## src/rtl/pulse_interval_monitor.sv

```systemverilog
// Measures clock cycles between rising edges of a terminal-count pulse, keeping
// last/min/max interval statistics, an event count and a sticky gap timeout alarm.
module pulse_interval_monitor #(
  parameter int unsigned CNT_WIDTH = 32,
  parameter int unsigned EVT_WIDTH = 16
) (
  input  logic                 clk,
  input  logic                 reset,
  input  logic                 pulse_in,
  input  logic                 enable,
  input  logic                 clear,
  input  logic [CNT_WIDTH-1:0] timeout_limit,
  output logic [CNT_WIDTH-1:0] interval,
  output logic                 interval_valid,
  output logic [CNT_WIDTH-1:0] min_interval,
  output logic [CNT_WIDTH-1:0] max_interval,
  output logic [EVT_WIDTH-1:0] pulse_count,
  output logic                 timeout,
  output logic                 busy
);

  typedef enum logic [1:0] {
    ST_IDLE    = 2'd0,
    ST_MEASURE = 2'd1,
    ST_TIMEOUT = 2'd2
  } state_t;

  state_t               state_q, state_d;
  logic                 pulse_d_q;
  logic [CNT_WIDTH-1:0] gap_q, gap_d;
  logic [CNT_WIDTH-1:0] interval_q, interval_d;
  logic                 interval_valid_q, interval_valid_d;
  logic [CNT_WIDTH-1:0] min_interval_q, min_interval_d;
  logic [CNT_WIDTH-1:0] max_interval_q, max_interval_d;
  logic [EVT_WIDTH-1:0] pulse_count_q, pulse_count_d;
  logic                 timeout_q, timeout_d;

  logic rise;
  logic gap_at_limit;

  assign rise         = pulse_in & ~pulse_d_q;
  assign gap_at_limit = (timeout_limit != '0) && (gap_q == timeout_limit);

  always_comb begin
    state_d          = state_q;
    gap_d            = gap_q;
    interval_d       = interval_q;
    interval_valid_d = 1'b0;
    min_interval_d   = min_interval_q;
    max_interval_d   = max_interval_q;
    pulse_count_d    = pulse_count_q;
    timeout_d        = timeout_q;

    if (clear) begin
      state_d        = ST_IDLE;
      gap_d          = '0;
      interval_d     = '0;
      min_interval_d = '1;
      max_interval_d = '0;
      pulse_count_d  = '0;
      timeout_d      = 1'b0;
    end else if (!enable) begin
      // Statistics and alarm hold; only the measurement itself is abandoned.
      state_d = ST_IDLE;
      gap_d   = '0;
    end else begin
      if (rise && (pulse_count_q != '1)) begin
        pulse_count_d = pulse_count_q + EVT_WIDTH'(1);
      end

      case (state_q)
        ST_IDLE: begin
          if (rise) begin
            state_d = ST_MEASURE;
            gap_d   = CNT_WIDTH'(1);
          end
        end

        ST_MEASURE: begin
          // A rise landing on the limit cycle wins over the timeout.
          if (rise) begin
            interval_d       = gap_q;
            interval_valid_d = 1'b1;
            gap_d            = CNT_WIDTH'(1);
            if (gap_q < min_interval_q) begin
              min_interval_d = gap_q;
            end
            if (gap_q > max_interval_q) begin
              max_interval_d = gap_q;
            end
          end else if (gap_at_limit) begin
            state_d   = ST_TIMEOUT;
            timeout_d = 1'b1;
          end else if (gap_q != '1) begin
            gap_d = gap_q + CNT_WIDTH'(1);
          end
        end

        ST_TIMEOUT: begin
          if (rise) begin
            state_d = ST_MEASURE;
            gap_d   = CNT_WIDTH'(1);
          end
        end

        default: begin
          state_d = ST_IDLE;
          gap_d   = '0;
        end
      endcase
    end
  end

  always_ff @(posedge clk or posedge reset) begin
    if (reset) begin
      pulse_d_q        <= 1'b0;
      state_q          <= ST_IDLE;
      gap_q            <= '0;
      interval_q       <= '0;
      interval_valid_q <= 1'b0;
      min_interval_q   <= '1;
      max_interval_q   <= '0;
      pulse_count_q    <= '0;
      timeout_q        <= 1'b0;
    end else begin
      pulse_d_q        <= pulse_in;
      state_q          <= state_d;
      gap_q            <= gap_d;
      interval_q       <= interval_d;
      interval_valid_q <= interval_valid_d;
      min_interval_q   <= min_interval_d;
      max_interval_q   <= max_interval_d;
      pulse_count_q    <= pulse_count_d;
      timeout_q        <= timeout_d;
    end
  end

  assign interval       = interval_q;
  assign interval_valid = interval_valid_q;
  assign min_interval   = min_interval_q;
  assign max_interval   = max_interval_q;
  assign pulse_count    = pulse_count_q;
  assign timeout        = timeout_q;
  assign busy           = (state_q == ST_MEASURE);

endmodule

```

## config.mk

```make
export PLATFORM = sky130hd
export DESIGN_NAME = pulse_interval_monitor
export DESIGN_NICKNAME = d
export VERILOG_FILES = /design/src/rtl/pulse_interval_monitor.sv
export SDC_FILE = /design/constraint.sdc
export NUM_CORES = 1
export LEC_CHECK = 0
export ABC_AREA = 1
export CAP_MARGIN = 25
export CELL_PAD_IN_SITES_DETAIL_PLACEMENT = 0
export CELL_PAD_IN_SITES_GLOBAL_PLACEMENT = 2
export CORE_MARGIN = 2
export CORE_UTILIZATION = 25
export CTS_BUF_LIST = sky130_fd_sc_hd__clkbuf_16
export DETAILED_ROUTE_END_ITERATION = 8
export PLACE_DENSITY = 0.72
export SETUP_SLACK_MARGIN = 0.1
export SYNTH_ARGS = -nofsm -noshare
export SYNTH_HDL_FRONTEND = slang
export SYNTH_SLANG_ARGS = --single-unit
```

## constraint.sdc

```tcl
create_clock -name clk -period 5.2 [get_ports clk]
set_clock_uncertainty 0.1 [all_clocks]
set_input_delay 1.04 -clock clk [delete_from_list [all_inputs] [get_ports clk]]
set_output_delay 1.04 -clock clk [all_outputs]
set_load 0.01 [all_outputs]
```

Word level (Yosys, flattened, before mapping)
Cells that the tools add are included.
Widths: inputs -> output; s select.
{"block": "word_totals", "reg_bits": 149, "latch_bits": 0, "mem_bits_rw": 0, "mem_bits_ro": 0, "inputBits": 37, "output_inout_bits": 115, "word_cells": 84, "memories": 0}
{"block": "op_classes", "addsub": 2, "multipliers": 0, "div_mod_pow": 0, "magnitude_cmp": 2, "n_eq_ne": 11, "shift": 0, "n_mux": 39, "bitwise_logic": 2, "n_reduce_logical": 19}
{"op": "$mux 32", "n": 20}
{"op": "$pmux 32 s2", "n": 1}
{"op": "$mux 16", "n": 3}
{"op": "$add 32x1->32 const B", "n": 1}
{"op": "$eq 32x32->1", "n": 1}
{"op": "$gt 32x32->1", "n": 1}
{"op": "$lt 32x32->1", "n": 1}
{"op": "$ne 32x32->1 const B", "n": 1}
{"op": "$reduce_bool 32->1", "n": 1}
{"op": "$add 16x1->16 const B", "n": 1}
{"op": "$ne 16x16->1 const B", "n": 1}
{"op": "$reduce_bool 2->1", "n": 7}
{"op": "$reduce_and 4->1", "n": 3}
{"op": "$mux 2", "n": 5}
{"op": "$mux 1", "n": 9}
{"op": "$reduce_and 3->1", "n": 3}
{"op": "$ne 5x3->1 const B", "n": 1}
{"op": "$ne 5x5->1 const B", "n": 1}
{"op": "$ne 4x2->1 const B", "n": 1}
{"op": "$ne 4x3->1 const B", "n": 1}
{"op": "$ne 4x4->1 const B", "n": 1}
{"op": "$pmux 2 s2", "n": 1}
{"op": "$eq 2x1->1 const B", "n": 1}
{"op": "$eq 2x2->1 const B", "n": 1}
{"op": "other kinds (7)", "n": 8}

Depth between registers and ports, before layout
{"block": "depth", "word_depth": 7, "mapped_depth": 20, "mapped_depth_nobuf": 18}

Worst setup path before layout
OpenSTA, ideal clock, no wires.
{"block": "synth_timing", "kind": "input port to flip-flop", "from": "in clear", "to": "reg gap_q[0]", "arrival_ps": 2097, "setup_slack_ps": 2886, "path_stages": 10, "n_path_buf": 2, "cell_sequence": "clkbuf_1 -> nor2_1 -> inv_1 -> nor2_1 -> nand2_1 -> nand2_1 -> nand2_4 -> buf_6 -> nand2_1 -> nand2_1"}
{"block": "synth_between", "elab_chain_len": 2}
{"element": "start: declaration", "line": "11", "text": "input logic clear,"}
{"element": "$ne 5x3->1 (no line), or another cell as far along"}
{"element": "$reduce_and 3->1 (no line)"}
{"element": "end signal: assignment", "line": "128", "text": "gap_q <= gap_d;"}
{"element": "end: declaration", "line": "30", "text": "logic [CNT_WIDTH-1:0] gap_q, gap_d;"}
Parallel ways exist; a longest one is shown, timed or not.
A chain may end at the register's enable or synchronous reset.

Worst setup path in the final report
{"block": "layout_timing", "from": "reg gap_q[21]", "to": "reg max_interval_q[1] (netlist: max_interval[1])"}
{"block": "layout_between", "elab_chain_len": 3}
{"element": "$gt 32x32->1", "line": "88", "text": "if (gap_q > max_interval_q) begin"}
{"element": "$reduce_bool 2->1 (no line)"}
{"element": "$reduce_and 4->1 (no line)"}
{"element": "end signal: assignment", "line": "132", "text": "max_interval_q <= max_interval_d;"}
{"element": "end: declaration", "line": "34", "text": "logic [CNT_WIDTH-1:0] max_interval_q, max_interval_d;"}
No other way between the ends.

==> results.cfg <==
[outcome]
outcome = finished, final reports clean

[setup_path]
critPathCaptureType = flop
crit_start = gap_q[21]
reg2reg_from = gap_q[21]
cp_data_required_time_ps = 5420
start_kind = flop
r2r_setup_slack_ps = 1660
slowest_delay_ps = 570
crit_fanout = 21
worst_ep_arrival_time_ps = 3770
path_common_cell = nand2_1
slowest_stage = nand2_1
cp_cell_sequence = ha_1 > nand2_1 > nor2_1 > nand4_1 > nor2_1 > nand2_1 > nand2_1 > nand2_1 > nand2_1 > nand2_1 > buf_4 > nand2_1 > nand2_1
worst-setup-path-type = reg -> reg

[pwr]
power.density_mw_per_mm2 = 221
p_switching_uw = 718
max-vdd-ir-drop_uv = 202
combPwrFrac = 0.075
seqPwrFrac = 0.410
p_int_uw = 2140
power_leakage_uw = 0.00620
p_clk_frac = 0.515
p_sw_frac = 0.251

[route]
drt_wl_total_mm = 41.1
ant_nets = 0
first_pass_iters = 5
routedWlPerCell_um = 19.5
vias_per_cell = 4.77
drt_iter0_drc = 713
drc = 0
num_vias = 10070

[floorplanning]
rows = 74
die_area_mm2 = 0.0427
die_h_um = 207
core_mm2 = 0.0406
die_width_um = 207
io_pins = 152
initial_utilization = 0.252

[synth]
synth_cell_types = 39
syn-cell-area_mm2 = 0.0103
synth_cells = 1453
ys_seq_area_frac = 0.368
syn_area_per_cell_um2 = 7.06
synth_nets = 1555
async_flop_share = 1.00
ys.flop_type = dfrtp_1
yosysWarnings = 0
synth_edf_count = 0
ys_seq_elements = 149

[finish]
final_common_cell = nand2_1
final_nets = 1670
diodes = 0
stdcell_area_mm2 = 0.0129
fill_cells = 4371
layout_common_cells = nand2_1 (419), nand3_1 (167), clkdlybuf4s50_1 (150)
layout-drive-gt1-share = 0.0715
syn2layout_area_growth_pct = 26.2

[clock_network]
clk_pin_slew_worst_paths_ps = 70
htreeDepth = 4
root_buffer = clkbuf_16
postCtsResizedCells = 0
hold_buffers = 0
clkLatencyLatePin_ps = 440
cts_setup_buffers = 0
cts.path.max_buffers = 2
cts_tree = built
cts_sinks = 149
cts_made_buffers = 17

[sta]
hold_viol = 0
rsz0062_at_grt = no
max_slew_margin = 0.377
slew_viol_final = 0
worstMarginPinSlew_ps = 932
hold_ws_ps = 394
setup_viol = 0
fin_tns_setup_ps = 0
fmax_ghz = 0.282
post-route-period-util = 0.681
period_needed_ps = 3540

[job]
maxCapViolCount = 0

[placed_design]
dp_hpwl_mm = 30.1
gp_congestion = 0.875
numPortBuffers = 151
place_area_mm2 = 0.0122

[grt]
grt_pass1_wl_mm = 63.0
grt_max_degree = 88
overflow = 0
antenna_found_initial = 1
grt_pass1_vias = 10033
track_usage = 0.197

[worst_hold_path]
hp-class = reg -> reg
worstHoldStart = min_interval[12]
through the flow:
stage	util	std cells	setup WS, ps	total power, uW
floorplan	-	1453	105	1310
global placement	0.301	2080	1260	1400
detailed placement	0.301	2080	1180	1400
CTS	0.318	2112	1600	2890
global route	0.318	2113	1260	2960
finish	0.318	2113	1660	2860
final timing paths:
| path | end | cells past startpoint |
|---|---|---|
| max in group asynchronous | min_interval[5] | 3 |
| setup reg to reg | max_interval[1] | 13 |
| hold reg to reg | min_interval[12] | 2 |
| min in group asynchronous | interval[26] | 2 |
| setup / recovery | max_interval[1] | 13 |
| hold / removal | min_interval[12] | 2 |
worst max-delay path, delay by kind of cell (launching register included):
family,cells,cell delay (ps)
flip-flops,1,550
buffers and inverters,1,250
AND/OR/NAND/NOR,11,2120
adder cells (fa/ha/maj),1,390
per-layer routing:
layer,up-vias,global-route usage,share of wire
met3,45,0.0274,0.043
li1,4990,-,-
met1,4799,0.277,0.47
met5,-,0,0.00054
met4,4,0.0480,0.016
met2,232,0.317,0.47
Yosys cell counts, drive strengths merged (2+ instances only):
master / instances / area, um2
or2: 2 / 12.5
nand4: 87 / 551
a21boi: 2 / 18.8
nor2: 153 / 614
o21a: 3 / 22.5
a211oi: 2 / 27.5
buf: 50 / 277
inv: 150 / 563
a21oi: 32 / 160
nor3: 47 / 245
o21ai: 47 / 235
nand2: 423 / 1610
nand3: 169 / 863
nor4: 2 / 12.5
dfstp: 32 / 841
clkbuf: 29 / 109
xnor2: 18 / 158
ha: 65 / 813
xor2: 18 / 158
dfrtp: 117 / 2930
a21o: 2 / 15.0
final cells by class:
type                            count  area [um2]  share of cell area
Tap cell                          532         666              0.0515
Clock buffer                       17         425              0.0329
Sequential cell                   149        3770               0.291
Multi-Input combinational cell   1075        5540               0.428
Timing Repair Buffer              175        1720               0.133
Clock inverter                     15         253              0.0195
Inverter                          150         568              0.0439
flip-flops by register name (all words and copies together), names as in the netlist:
name and flops:
gap_q 32, interval 32, max_interval 32, min_interval 32, pulse_count 16, state_q 2, interval_valid 1, pulse_d_q 1
timeout 1
cell families (layout without fill, tap and decap cells):
kind of cell	count (synthesis)	in the layout	synth area share
buffers and inverters	229	357	0.0925
AO/OA/AOI/OAI	90	90	0.0483
XOR/XNOR	36	36	0.0308
adder cells (fa/ha/maj)	65	65	0.0793
AND/OR/NAND/NOR	884	884	0.382
flip-flops	149	149	0.368
power by group through the flow:
stage,Clock [uW],Combinational (uW),Sequential (uW)
final,1470,213,1170
after global routing,1550,234,1170
after CTS,1500,213,1170
after detailed placement,0,212,1190
after global placement,0,211,1190
after floorplan,0,115,1190
(Power assumes the default switching activity.)
